--- src/rtl/shift_rows_pipe.sv ---
// Elastic ShiftRows / InvShiftRows pipeline for Rijndael states of NB = 4, 6 or 8 columns.
// Define SHIFT_ROWS_BYPASS_EN to add IN_BYPASS, which lets a state pass through unpermuted.
module shift_rows_pipe #(
    parameter int NB     = 4,
    parameter int STAGES = 1
) (
    input  logic              CLK,
    input  logic              RST_N,
    input  logic              IN_VALID,
    output logic              IN_READY,
    input  logic              IN_INV,
`ifdef SHIFT_ROWS_BYPASS_EN
    input  logic              IN_BYPASS,
`endif
    input  logic [0:32*NB-1]  IN_DATA,
    output logic              OUT_VALID,
    input  logic              OUT_READY,
    output logic [0:32*NB-1]  OUT_DATA,
    output logic [2:0]        OCCUPANCY
);

    localparam int W    = 32 * NB;
    localparam int LAST = STAGES - 1;

    if (!(NB == 4 || NB == 6 || NB == 8)) begin : g_bad_nb
        $error("shift_rows_pipe: NB must be 4, 6 or 8");
    end
    if (STAGES < 1 || STAGES > 4) begin : g_bad_stages
        $error("shift_rows_pipe: STAGES must be in 1..4");
    end

    // Rijndael widens the shift of rows 2 and 3 by one for 256-bit blocks.
    function automatic int row_off(input int r);
        if (NB == 8 && r >= 2) begin
            return r + 1;
        end
        return r;
    endfunction

    logic [0:W-1] perm_data;

    always_comb begin
        perm_data = IN_DATA;
        for (int c = 0; c < NB; c++) begin
            for (int r = 0; r < 4; r++) begin
                if (IN_INV) begin
                    perm_data[8*(4*c+r) +: 8] = IN_DATA[8*(4*((c + NB - row_off(r)) % NB) + r) +: 8];
                end else begin
                    perm_data[8*(4*c+r) +: 8] = IN_DATA[8*(4*((c + row_off(r)) % NB) + r) +: 8];
                end
            end
        end
`ifdef SHIFT_ROWS_BYPASS_EN
        if (IN_BYPASS) begin
            perm_data = IN_DATA;
        end
`endif
    end

    // Handshake: a transfer happens on a rising edge where VALID && READY on that side.
    // take[i] means stage i loads this cycle; take[STAGES] is the downstream sink (OUT_READY),
    // so readiness ripples backwards from the output and never looks at IN_VALID.
    logic [0:W-1]      data_q [STAGES];
    logic [0:W-1]      data_d [STAGES];
    logic [STAGES-1:0] v_q;
    logic [STAGES-1:0] v_d;
    logic [STAGES:0]   take;
    logic [2:0]        occ_sum;

    always_comb begin
        take         = '0;
        take[STAGES] = OUT_READY;
        for (int i = LAST; i >= 0; i--) begin
            take[i] = !v_q[i] || take[i+1];
        end
    end

    always_comb begin
        v_d    = v_q;
        data_d = data_q;
        if (take[0]) begin
            v_d[0] = IN_VALID;
            if (IN_VALID) begin
                data_d[0] = perm_data;
            end
        end
        for (int i = 1; i < STAGES; i++) begin
            if (take[i]) begin
                v_d[i] = v_q[i-1];
                if (v_q[i-1]) begin
                    data_d[i] = data_q[i-1];
                end
            end
        end
    end

    always_ff @(posedge CLK or negedge RST_N) begin
        if (!RST_N) begin
            v_q    <= '0;
            data_q <= '{default: '0};
        end else begin
            v_q    <= v_d;
            data_q <= data_d;
        end
    end

    always_comb begin
        occ_sum = '0;
        for (int i = 0; i < STAGES; i++) begin
            occ_sum = occ_sum + 3'(v_q[i]);
        end
    end

    assign IN_READY  = take[0];
    assign OUT_VALID = v_q[LAST];
    assign OUT_DATA  = data_q[LAST];
    assign OCCUPANCY = occ_sum;

endmodule

--- config.mk ---
export PLATFORM = sky130hd
export DESIGN_NAME = shift_rows_pipe
export DESIGN_NICKNAME = d
export VERILOG_FILES = /design/src/rtl/shift_rows_pipe.sv
export SDC_FILE = /design/constraint.sdc
export NUM_CORES = 1
export LEC_CHECK = 0
export CORE_MARGIN = 2
export CORE_UTILIZATION = 41
export DETAILED_ROUTE_END_ITERATION = 16
export GPL_TIMING_DRIVEN = 0
export PLACE_DENSITY = 0.8
export SLEW_MARGIN = 20
export SYNTH_ARGS = -nofsm -noshare
export SYNTH_HDL_FRONTEND = slang
export SYNTH_SLANG_ARGS = --single-unit
--- constraint.sdc ---
create_clock -name CLK -period 1.5 [get_ports CLK]
set_input_delay 0.375 -clock CLK [delete_from_list [all_inputs] [get_ports CLK]]
set_output_delay 0.375 -clock CLK [all_outputs]
set_load 0.02 [all_outputs]
# Word-level counts from Yosys, hierarchy flattened
# Index checks and enable logic that the tools add are counted.
dict set report word_totals {
  out_inout_bits 133
  in_bits 133
  reg_bits 129
  wordCells 13
}
dict set report op_classes {
  muxes 8
  reduce_logical 3
}
# cell n
set ops {}
lappend ops {{$mux W8} 8}
lappend ops {{$reduce_and A2 Y1} 1}
lappend ops {{$logic_not A1 Y1} 1}
lappend ops {{$logic_or A1 B1 Y1} 1}

# Longest topological paths before layout
# Gate-level depths: netlist of the first run.
dict set report logic_depth {
  depth_word 3
  mapped_depth 6
  depth_no_buf 3
}

# Least setup slack after synthesis of the first run
# OpenSTA, ideal clock, no wires.
dict set report synth_timing {
  path_type {register to output}
  startpoint {register v_q (netlist: OUT_VALID)}
  endpoint {output IN_READY}
  slack_ps 39
  n_path_buf 3
  t_arrival_ps 1086
  required_time_ps 1125
  path_stages_with_launch 5
  path_cell_list {dfrtp_1 -> nand2b_1 -> buf_2 -> buf_2 -> buf_2}
}
dict set report synth_via {
  elab_chain_len 2
}
# item line
set synth_rtl {}
lappend synth_rtl {{from (decl)} 65} ;# logic [STAGES-1:0] v_q;
lappend synth_rtl {{from (signal assigned)} 102} ;# v_q <= v_d;
lappend synth_rtl {{$logic_not A1 Y1} 74} ;# take[i] = !v_q[i] || take[i+1];
lappend synth_rtl {{$logic_or A1 B1 Y1} 74}
lappend synth_rtl {{to (decl)} 10} ;# output logic IN_READY,
# Every way passes these cells.

# Worst setup path after layout of the first run
dict set report layout_timing {
  startpoint {register v_q (netlist: OUT_VALID)}
  endpoint {output OUT_VALID}
}
# item line
set layout_lines {}
lappend layout_lines {{to (decl)} 16} ;# output logic OUT_VALID,
# No word-level cell between the ends.

==> key figures, run 1 <==
Synth
  • Synth top cells by count: dfrtp_1, a21oi_1, a31oi_1, mux2i_1, mux2_2
  • Synth top area share: 0.579
  • Synthesized flop and latch total: between 100 and 150
  • Most frequent cell after synthesis: dfrtp_1
  • Post-Syn Instances: 434
  • Register area share after synthesis: 0.579
  • Unique cell type count in the Yosys netlist: 12
  • Mapped Avg Cell Area: roughly 13 um2
  • Leading area contributor after synthesis: dfrtp_1
  • EDFF count, synth: 0
  • Top_reg_cell synth: dfrtp_1
  • Most area-consuming cells after synthesis: dfrtp_1, mux2_2, mux2i_1, a31oi_1, a21oi_1
  • Yosys warns: 0
  • Share of flip-flops with an asynchronous set or reset: 1.00
  • Synthesized cell area: roughly 5600 um2

Timing
  • Final setup viols: 3
  • RSZ-0062 raised after global routing: true
  • Final min period: between 1.5 and 2 ns
  • Slew headroom: 0.664
  • Final Hold Slack: about 0.43 ns
  • Fmax: approximately 0.64 GHz
  • Max Slew Vio Count: 0
  • Slew @ Worst Pin: between 0.5 and 0.6 ns
  • Layout Skew: roughly 0.006 ns
  • Crit share post-route: 1.04
  • Hold Fails Final Rpt: 0
  • Worst Slack Setup Final: -0.0576 ns

Critical path
  • Slowest stage delay, CP: ~0.4 ns
  • WP buf/inv: 3
  • Reg-to-reg critical path startpoint: OUT_VALID
  • CP Capture Type: output port
  • Worst Path Max Fanout: 2
  • Worst EP required: about 1.1 ns
  • CP max-delay cell: dfrtp_1
  • Family with the most delay on the worst path: flip-flops
  • RR Endpoint: OUT_DATA[54]
  • Most used cell, CP: buf_6
  • Flop2flop setup slack: roughly 0.020 ns
  • Startpoint Class: flop
  • WP data arrival: approximately 1.2 ns
  • R2R depth: 5
  • Worst path cell trace: buf_6 -> buf_6 -> buf_6
  • Setup CP Type: flop to output port

Clocking
  • Clock Path Buffers: 2
  • Clock transition at path regs: ~0.06 ns
  • # H-tree levels: 4
  • Clk Latency, worst-skew pair: a little over 0.4 ns
  • Total CTS buffers: 17
  • Clk sinks: approximately 130
  • CTS root buf: clkbuf_16
  • CTS tree: yes

Pwr
  • Leak: 3.97 nW
  • VDD IR max: roughly 0.60 mV
  • PwrDens: approximately 1300 nW/um2
  • Total power: between 10 and 15 mW

Detailed routing
  • Vias: 4773
  • 1st-iter DRT viols: 255
  • Drt pass-1 iters: 4
  • Post-DRT Antenna Nets: 0
  • Final WL: around 18000 um
  • DR WL/cell: about 20 um
  • Vias per Instance: between 5 and 6
  • Number of remaining DRC errors: 0

Hold path
  • Hold Path Class: primary input to flop
  • Hold Crit Depth: 3
  • Worst hold start: IN_INV
  • Endpoint, Worst Hold: OUT_DATA[11]

Die
  • Die Y: 121 um
  • Placeable Area: 13200 um2
  • I/O pin count: between 200 and 300
  • Die W: roughly 120 um
  • Initial Utilization: 0.421
  • Die ar.: between 10000 and 15000 um2
  • Site row count: 42

Placed design
  • Placed cell count: slightly below 900
  • DP Wirelength: around 13000 um
  • Input/output buffers: about 260
  • GPL Wtd Cong: 0.776

Outcome
  • Status: finished with violations
  • Failing checks: negative setup slack

GRT
  • Total GRT Usage: 0.251
  • Antenna violations before repair: 0
  • GRT Residual Overflow: 0
  • Largest net degree at the start of global routing: 80
  • Vias in the first global route: just under 5000
  • First-pass GRT wire length: about 28000 um

Cells and area
  • Final std cells w/o fill: 911
  • Area delta synth->final: 60.9%
  • Core Util, Final: 0.678
  • Share of cells above drive strength 1: 0.302
  • N_diodes: 0
  • Nets: 855

Job
  • Max-Cap Viols: 0
[worst max path at each step]
| stage | start | endpoint | slack, ns | cells past startpoint |
|---|---|---|---|---|
| after floorplan | OUT_VALID | IN_READY | 0.04 | 4 |
| after global placement | RST_N | OUT_DATA[114] | -4.81 | 1 |
| after detailed placement | OUT_READY | IN_READY | -1.12 | 6 |
| after CTS | OUT_VALID | IN_READY | -0.22 | 5 |
| final | OUT_VALID | OUT_VALID | -0.06 | 3 |
| after global routing | OUT_VALID | OUT_VALID | -0.09 | 3 |
[what timing repair did]
action | CTS | global route
gates cloned | 0 | 0
buffers inserted | 6 | 0
resized for setup | 280 | 111
setup endpoints to repair | 185 | 213
hold buffers | 1 | 0
endpoints found under the hold margin | 50 | 0
[area by class of cell]
| class | instances | area [um2] |
|---|---|---|
| clock inverter | 14 | 204 |
| buffer | 43 | 309 |
| sequential | 129 | 3230 |
| fill | 1007 | 4270 |
| clock buffer | 18 | 429 |
| timing repair buffer | 270 | 2430 |
| multi-input combinational | 261 | 2150 |
| tap | 176 | 220 |
[worst register-to-register path, stage by stage, from the launching register on]
cell	delay [ns]
dfrtp_1	0.41
nand2b_4	0.13
buf_4	0.18
nand2_8	0.12
buf_8	0.19
mux2_1	0.33
[per-stage QoR]
stage	area, um2	TNS (ns)	setup WS, ns
floorplan	5580	0	0.0386
global placement	8420	-674.99	-4.81
detailed placement	8450	-56.62	-1.12
CTS	9210	-0.459	-0.222
global route	8970	-0.339	-0.0948
finish	8970	-0.159	-0.0576
[state kept, by name, summed over array words and instances, names as in the netlist]
name	count
OUT_VALID	1
OUT_DATA	128
[placed cells by master, fill, tap and decap left out, types with 12 or more instances in the layout]
cell type,count
a21oi_1,59
a31oi_1,64
buf_2,16
clkbuf_16,17
clkbuf_2,69
clkdlybuf4s15_1,56
clkdlybuf4s15_2,12
clkdlybuf4s50_1,128
dfrtp_1,129
mux2_2,60
mux2i_1,64
[metal layers]
| layer | global-route usage | wire [um] | part of all wire |
|---|---|---|---|
| met3 | 0.0689 | 1330 | 0.073 |
| met5 | 0 | 0 | 0 |
| met2 | 0.430 | 9100 | 0.50 |
| met4 | 0.117 | 704 | 0.039 |
| met1 | 0.292 | 7060 | 0.39 |
[cells by family after synthesis]
logic type / count (synthesis) / share of synthesized area
other: 1 / 0.000672
buffers and inverters: 45 / 0.0429
AND/OR/NAND/NOR: 3 / 0.00426
AO/OA/AOI/OAI: 128 / 0.129
flip-flops: 129 / 0.579
multiplexers: 128 / 0.244
[report_power, final]
| part | internal (mW) | switching (mW) |
|---|---|---|
| Clock | 2.81 | 1.59 |
| Combinational | 1.33 | 1.57 |
| Sequential | 3.99 | 0.295 |
Power figures use the tool's default switching activity.
==> run 2, diff against run 1 <==
--- a/config.mk
+++ b/config.mk
@@ -6,10 +6,10 @@
 export NUM_CORES = 1
 export LEC_CHECK = 0
 export CORE_MARGIN = 2
-export CORE_UTILIZATION = 41
+export CORE_UTILIZATION = 44
 export DETAILED_ROUTE_END_ITERATION = 16
 export GPL_TIMING_DRIVEN = 0
-export PLACE_DENSITY = 0.8
+export PLACE_DENSITY = 0.86
 export SLEW_MARGIN = 20
 export SYNTH_ARGS = -nofsm -noshare
 export SYNTH_HDL_FRONTEND = slang
==> constraint.sdc (replaced) <==
create_clock -name CLK -period 1.94 [get_ports CLK]
set_input_delay 0.485 -clock CLK [delete_from_list [all_inputs] [get_ports CLK]]
set_output_delay 0.485 -clock CLK [all_outputs]
set_load 0.02 [all_outputs]
==> run 2 against run 1 <==
Net effect:
- the run ends with negative hold slack left
- total power decreased by 21%
- cell area increased by 1.4%
- die area decreased by 6.6%
- wire length increased by 2.6%
- critical endpoint is now OUT_DATA[7]
- highest routed layer unchanged
==> key figures, run 2 (synthesized netlist as in run 1, its figures left out) <==
Critical path
  • CP max-delay cell: clkdlybuf4s50_1
  • Worst path cell trace: clkdlybuf4s50_1
  • R2R depth: 6
  • Setup CP Type: flop to output port
  • Slowest stage delay, CP: approximately 0.65 ns
  • Worst Path Max Fanout: 2
  • CP endpoint: OUT_DATA[7]
  • WP buf/inv: 1
  • Flop2flop setup slack: around 0.26 ns
  • Reg-to-reg critical path startpoint: OUT_VALID
  • RR Endpoint: OUT_DATA[121]
  • Family with the most delay on the worst path: buffers and inverters
  • Crit path from: OUT_DATA[7]
  • WP depth: 1
  • CP Capture Type: output port
  • Startpoint Class: flop
  • WP data arrival: around 1.4 ns
  • Worst EP required: between 1 and 1.5 ns

Cells and area
  • Fin area: a little over 9000 um2
  • Nets: 850
  • Share of cells above drive strength 1: 0.179
  • Most frequent cells in the layout: clkdlybuf4s50_1, dfrtp_1, mux2i_1, a21oi_1, a31oi_1
  • Most common cell after layout, fill and taps aside: clkdlybuf4s50_1
  • Core Util, Final: 0.727
  • N_diodes: 0
  • Area delta synth->final: 63.2%
  • Max reg flops: roughly 130

Clocking
  • Clock transition at path regs: ~0.060 ns
  • CTS tree: yes
  • # H-tree levels: 4
  • Total CTS buffers: 17
  • Clock Path Buffers: 2
  • CTS root buf: clkbuf_16
  • Clk Latency, worst-skew pair: roughly 0.4 ns
  • Hold-fix buffers at CTS: 0
  • Clk sinks: roughly 130

Job
  • Max-Cap Viols: 0

Timing
  • Final min period: about 1.9 ns
  • Layout Skew: roughly 0.0084 ns
  • Setup TNS after final layout: 0 ns
  • RSZ-0062 raised after global routing: false
  • Slew headroom: 0.649
  • Fmax: roughly 0.52 GHz
  • Hold Fails Final Rpt: 2
  • Max Slew Vio Count: 0
  • Final setup viols: 0
  • Final Hold Slack: -0.000391 ns
  • Worst Slack Setup Final: ~0.028 ns
  • Slew @ Worst Pin: approximately 0.53 ns
  • Crit share post-route: 0.986

Hold path
  • Hold Path Class: primary input to asynchronous set/reset pin

Detailed routing
  • Vias: 4806
  • Final WL: 18700 um
  • Drt pass-1 iters: 5
  • Vias per Instance: 5.33
  • DR WL/cell: ~21 um
  • Post-DRT Antenna Nets: 0
  • 1st-iter DRT viols: 414
  • Number of remaining DRC errors: 0

GRT
  • Largest net degree at the start of global routing: 84
  • Vias in the first global route: a little over 5000
  • GRT Residual Overflow: 0
  • First-pass GRT wire length: around 28000 um
  • Total GRT Usage: 0.276
  • Antenna violations before repair: 0

Pwr
  • Leak: ~3.9 nW
  • Total power: between 9 and 10 mW
  • PwrDens: approximately 1000 nW/um2
  • VDD IR max: approximately 0.6 mV

Outcome
  • Failing checks: negative hold slack
  • Status: finished with violations

Die
  • Die Y: roughly 120 um
  • I/O pin count: 266
  • Die W: between 100 and 150 um
  • Die ar.: approximately 14000 um2
  • Site row count: 41
  • Placeable Area: 12500 um2
  • Initial Utilization: 0.446

Placed design
  • Placed Area: 8450 um2
  • GPL Wtd Cong: ~0.76
  • Input/output buffers: around 260
  • Worst Setup Slack post-DPL: -0.898 ns
  • DP Wirelength: 13900 um
## run 2: changes by cell type in the layout (fill, tap and decap cells not counted), moves of 4 or more
cell	change
a21oi_1	+5
a21oi_2	-5
buf_2	+4
buf_6	-4
buf_8	-6
clkbuf_1	+8
clkbuf_2	-69
clkdlybuf4s15_1	-56
clkdlybuf4s15_2	-12
clkdlybuf4s50_1	+122
dlymetal6s2s_1	+7
## run 2: what timing repair did
action / in CTS / in global routing
hold endpoints to repair: 0 / 0
setup buffers: 1 / 0
gates resized for setup: 12 / 10
setup endpoints to repair: 3 / 8
## run 2: area by class of cell
cell class	count	area, um2
multi-input combinational	261	2120
clock buffer	17	425
fill	889	3420
buffer	44	250
tap	172	215
sequential	129	3230
clock inverter	15	181
timing repair buffer	264	2680
## run 2: where the power goes
part / leakage [nW] / switching (mW) / internal, mW / total (mW)
sequential: 1.46 / 0.244 / 3.09 / 3.33
combinational: 2.12 / 1.22 / 1.27 / 2.49
clock: 0.294 / 1.24 / 2.03 / 3.27
## run 2: how the worst min path moves through the flow
stage                     slack, ns  depth (start not counted)            to
after floorplan                0.19                          0   OUT_DATA[0]
after global placement         0.48                          1  OUT_DATA[54]
after detailed placement       0.45                          1  OUT_DATA[15]
after CTS                     0.009                          1  OUT_DATA[15]
after global routing           0.03                          1  OUT_DATA[13]
final                       -0.0004                          1  OUT_DATA[15]
## run 2: through the flow
step,cells,hold WS [ns]
after floorplan,435,0.189
after global routing,902,0.0258
after global placement,869,0.478
after CTS,902,0.00860
after detailed placement,870,0.453
final,902,-0.000391
## run 2: metal layers
metal | vias up | wire [um] | track usage
li1 | 2183 | - | -
met1 | 2332 | 6640 | 0.299
met2 | 237 | 9580 | 0.484
met3 | 54 | 1740 | 0.0882
met4 | 0 | 723 | 0.141
met5 | - | 0 | 0
## run 2: worst register-to-register path, cell delays in order (launching register included)
cell,delay (ns)
dfrtp_1,0.43
nand2b_4,0.09
buf_6,0.11
buf_4,0.20
clkbuf_1,0.44
a21oi_1,0.17
a31oi_1,0.16
==> run 3, diff against run 2 <==
--- a/config.mk
+++ b/config.mk
@@ -5,6 +5,7 @@
 export SDC_FILE = /design/constraint.sdc
 export NUM_CORES = 1
 export LEC_CHECK = 0
+export CORE_ASPECT_RATIO = 0.75
 export CORE_MARGIN = 2
 export CORE_UTILIZATION = 44
 export DETAILED_ROUTE_END_ITERATION = 16
==> run 3 against run 2 <==
Net effect:
- first-iteration DRC count decreased by 48%
- combinational power hardly changed
- flip-flop and latch count stayed put
- worst setup slack improved by 0.0066 ns
- maximum frequency rose by 0.34%
- sequential share of layout area hardly changed
- non-clock buffer count is 2 higher
- critical path depth grew 4
- largest cell class unchanged
- the run now ends clean
- clock power about the same
==> key figures, run 3 (synthesized netlist as in run 1, its figures left out) <==
Outcome
  • Status: completed

Timing
  • Fmax: about 0.52 GHz
  • Worst Slack Setup Final: between 0.03 and 0.04 ns
  • Layout Skew: between 0.01 and 0.015 ns
  • Hold Fails Final Rpt: 0
  • RSZ-0062 raised after global routing: false
  • Slew @ Worst Pin: 0.605 ns
  • Slew headroom: 0.597
  • Crit share post-route: 0.982
  • Final setup viols: 0
  • Max Slew Vio Count: 0
  • Final Hold Slack: about 0.043 ns
  • Final min period: ~1.9 ns

Pwr
  • Sw frac: 0.292
  • Leak: ~3.8 nW
  • Logic pwr share: 0.273
  • PwrDens: ~1000 nW/um2
  • VDD IR max: 0.581 mV
  • NetSw: about 2.7 mW
  • Internal power: around 6.4 mW
  • Sequential fraction of design power: 0.364
  • Total power: about 9.1 mW
  • Clock power share: 0.363

Clocking
  • Total CTS buffers: 17
  • Clk Latency, worst-skew pair: 0.41 ns
  • Clk sinks: 129
  • # H-tree levels: 4
  • CTS tree: yes
  • Hold-fix buffers at CTS: 0
  • CTS root buf: clkbuf_16
  • Clock transition at path regs: 0.06 ns
  • Clock Path Buffers: 2

Placed design
  • Worst Setup Slack post-DPL: -0.819 ns
  • DP Wirelength: ~13000 um
  • GPL Wtd Cong: 0.792
  • Input/output buffers: around 260

GRT
  • Gr busiest metal: met2
  • First-pass GRT wire length: 26300 um
  • Total GRT Usage: 0.252
  • Met2 usage: 0.427
  • Largest net degree at the start of global routing: 67
  • GR Util met1: 0.307
  • GRT met3 Usage: 0.0751
  • Vias in the first global route: ~5000
  • GRT Residual Overflow: 0
  • Antenna violations before repair: 0

Detailed routing
  • Post-DRT Antenna Nets: 0
  • Vias: about 4800
  • Final WL: between 15000 and 20000 um
  • Vias per Instance: about 5.4
  • Drt pass-1 iters: 4
  • 1st-iter DRT viols: ~210
  • DR WL/cell: 19.2 um
  • Number of remaining DRC errors: 0

Cells and area
  • Filler Cells Inserted: approximately 840
  • Multi-input gate area: 2110 um2
  • Nets: about 850
  • Share of cells above drive strength 1: 0.180
  • N_diodes: 0
  • Core Util, Final: 0.740
  • Register Area: 3230 um2
  • Area delta synth->final: 63.2%
  • Most common cell after layout, fill and taps aside: clkdlybuf4s50_1
  • Max reg flops: between 100 and 150
  • Most frequent cells in the layout: clkdlybuf4s50_1, dfrtp_1, mux2i_1, a21oi_1, a31oi_1

Critical path
  • WP data arrival: approximately 1.4 ns
  • CP Capture Type: output port
  • Setup CP Type: primary input to output port
  • Worst Path Max Fanout: 12
  • Reg-to-reg critical path startpoint: OUT_VALID
  • Worst EP required: between 1 and 1.5 ns
  • R2R depth: 6
  • Startpoint Class: primary input
  • Crit path from: OUT_READY

Die
  • Die ar.: roughly 14000 um2
  • Die W: about 130 um
  • Initial Utilization: 0.453
  • I/O pin count: between 200 and 300
  • Placeable Area: 12300 um2
  • Site row count: 35
  • Die Y: 101 um

Job
  • Max-Cap Viols: 0

Hold path
  • Hold Path Class: primary input to asynchronous set/reset pin
==> run 3: cell types whose count changed in the layout (fill, tap and decap cells not counted) <==
cell and change:
buf_12 +1, dlygate4sd2_1 -1, clkinvlp_4 +1, nand2b_1 +1, buf_4 +2, buf_8 -1, clkbuf_8 +1, clkinv_2 -2
clkdlybuf4s50_1 +7, dlymetal6s2s_1 -6, nand2b_4 -1
==> run 3: metrics by stage <==
| step | instance area (um2) | std cells | setup TNS (ns) |
|---|---|---|---|
| 5_1_grt | 9100 | 898 | 0 |
| 3_5_place_dp | 8440 | 864 | -11.22 |
| 3_3_place_gp | 8410 | 863 | -584.76 |
| 4_1_cts | 9070 | 895 | 0 |
| 2_1_floorplan | 5580 | 435 | 0 |
| 6_report | 9100 | 898 | 0 |
==> run 3: critical path: stages <==
cell	delay, ns
clkdlybuf4s50_1	0.38
nand2b_1	0.15
buf_6	0.14
buf_12	0.14
buf_6	0.13
==> run 3: final cells by class <==
cell class              count  share of cell area
well taps                 166              0.0228
clock inverters            14              0.0197
plain buffers              44              0.0280
repair buffers            266               0.294
clock buffers              18              0.0483
multi-input cells         261               0.232
flip-flops and latches    129               0.355
==> run 3: final timing paths <==
| check | endpoint | slack [ns] |
|---|---|---|
| setup / recovery | IN_READY | 0.03 |
| hold / removal | OUT_DATA[77] | 0.04 |
| setup reg to reg | OUT_DATA[90] | 0.35 |
| hold reg to reg | OUT_DATA[115] | 0.50 |
| max in group asynchronous | OUT_DATA[98] | 1.17 |
| min in group CLK | OUT_DATA[115] | 0.50 |
==> run 3: repair_timing <==
item | in CTS | in global routing
setup endpoints to repair | 2 | 3
setup buffers | 0 | 3
resized for setup | 13 | 2
==> run 3: power by group through the flow <==
stage                     clock network [mW]  registers [mW]  logic [mW]
after floorplan                            0            3.82       0.620
after global placement                     0            3.33        2.41
after detailed placement                   0            3.35        2.47
after CTS                               3.35            3.31        2.49
after global routing                    3.48            3.36        2.62
final                                   3.30            3.31        2.48
==> run 3: metal layers <==
| layer | vias to the layer above | share of wire |
|---|---|---|
| li1 | 2187 | - |
| met3 | 34 | 0.086 |
| met4 | 0 | 0.023 |
| met5 | - | 0 |
| met2 | 239 | 0.50 |
| met1 | 2352 | 0.39 |
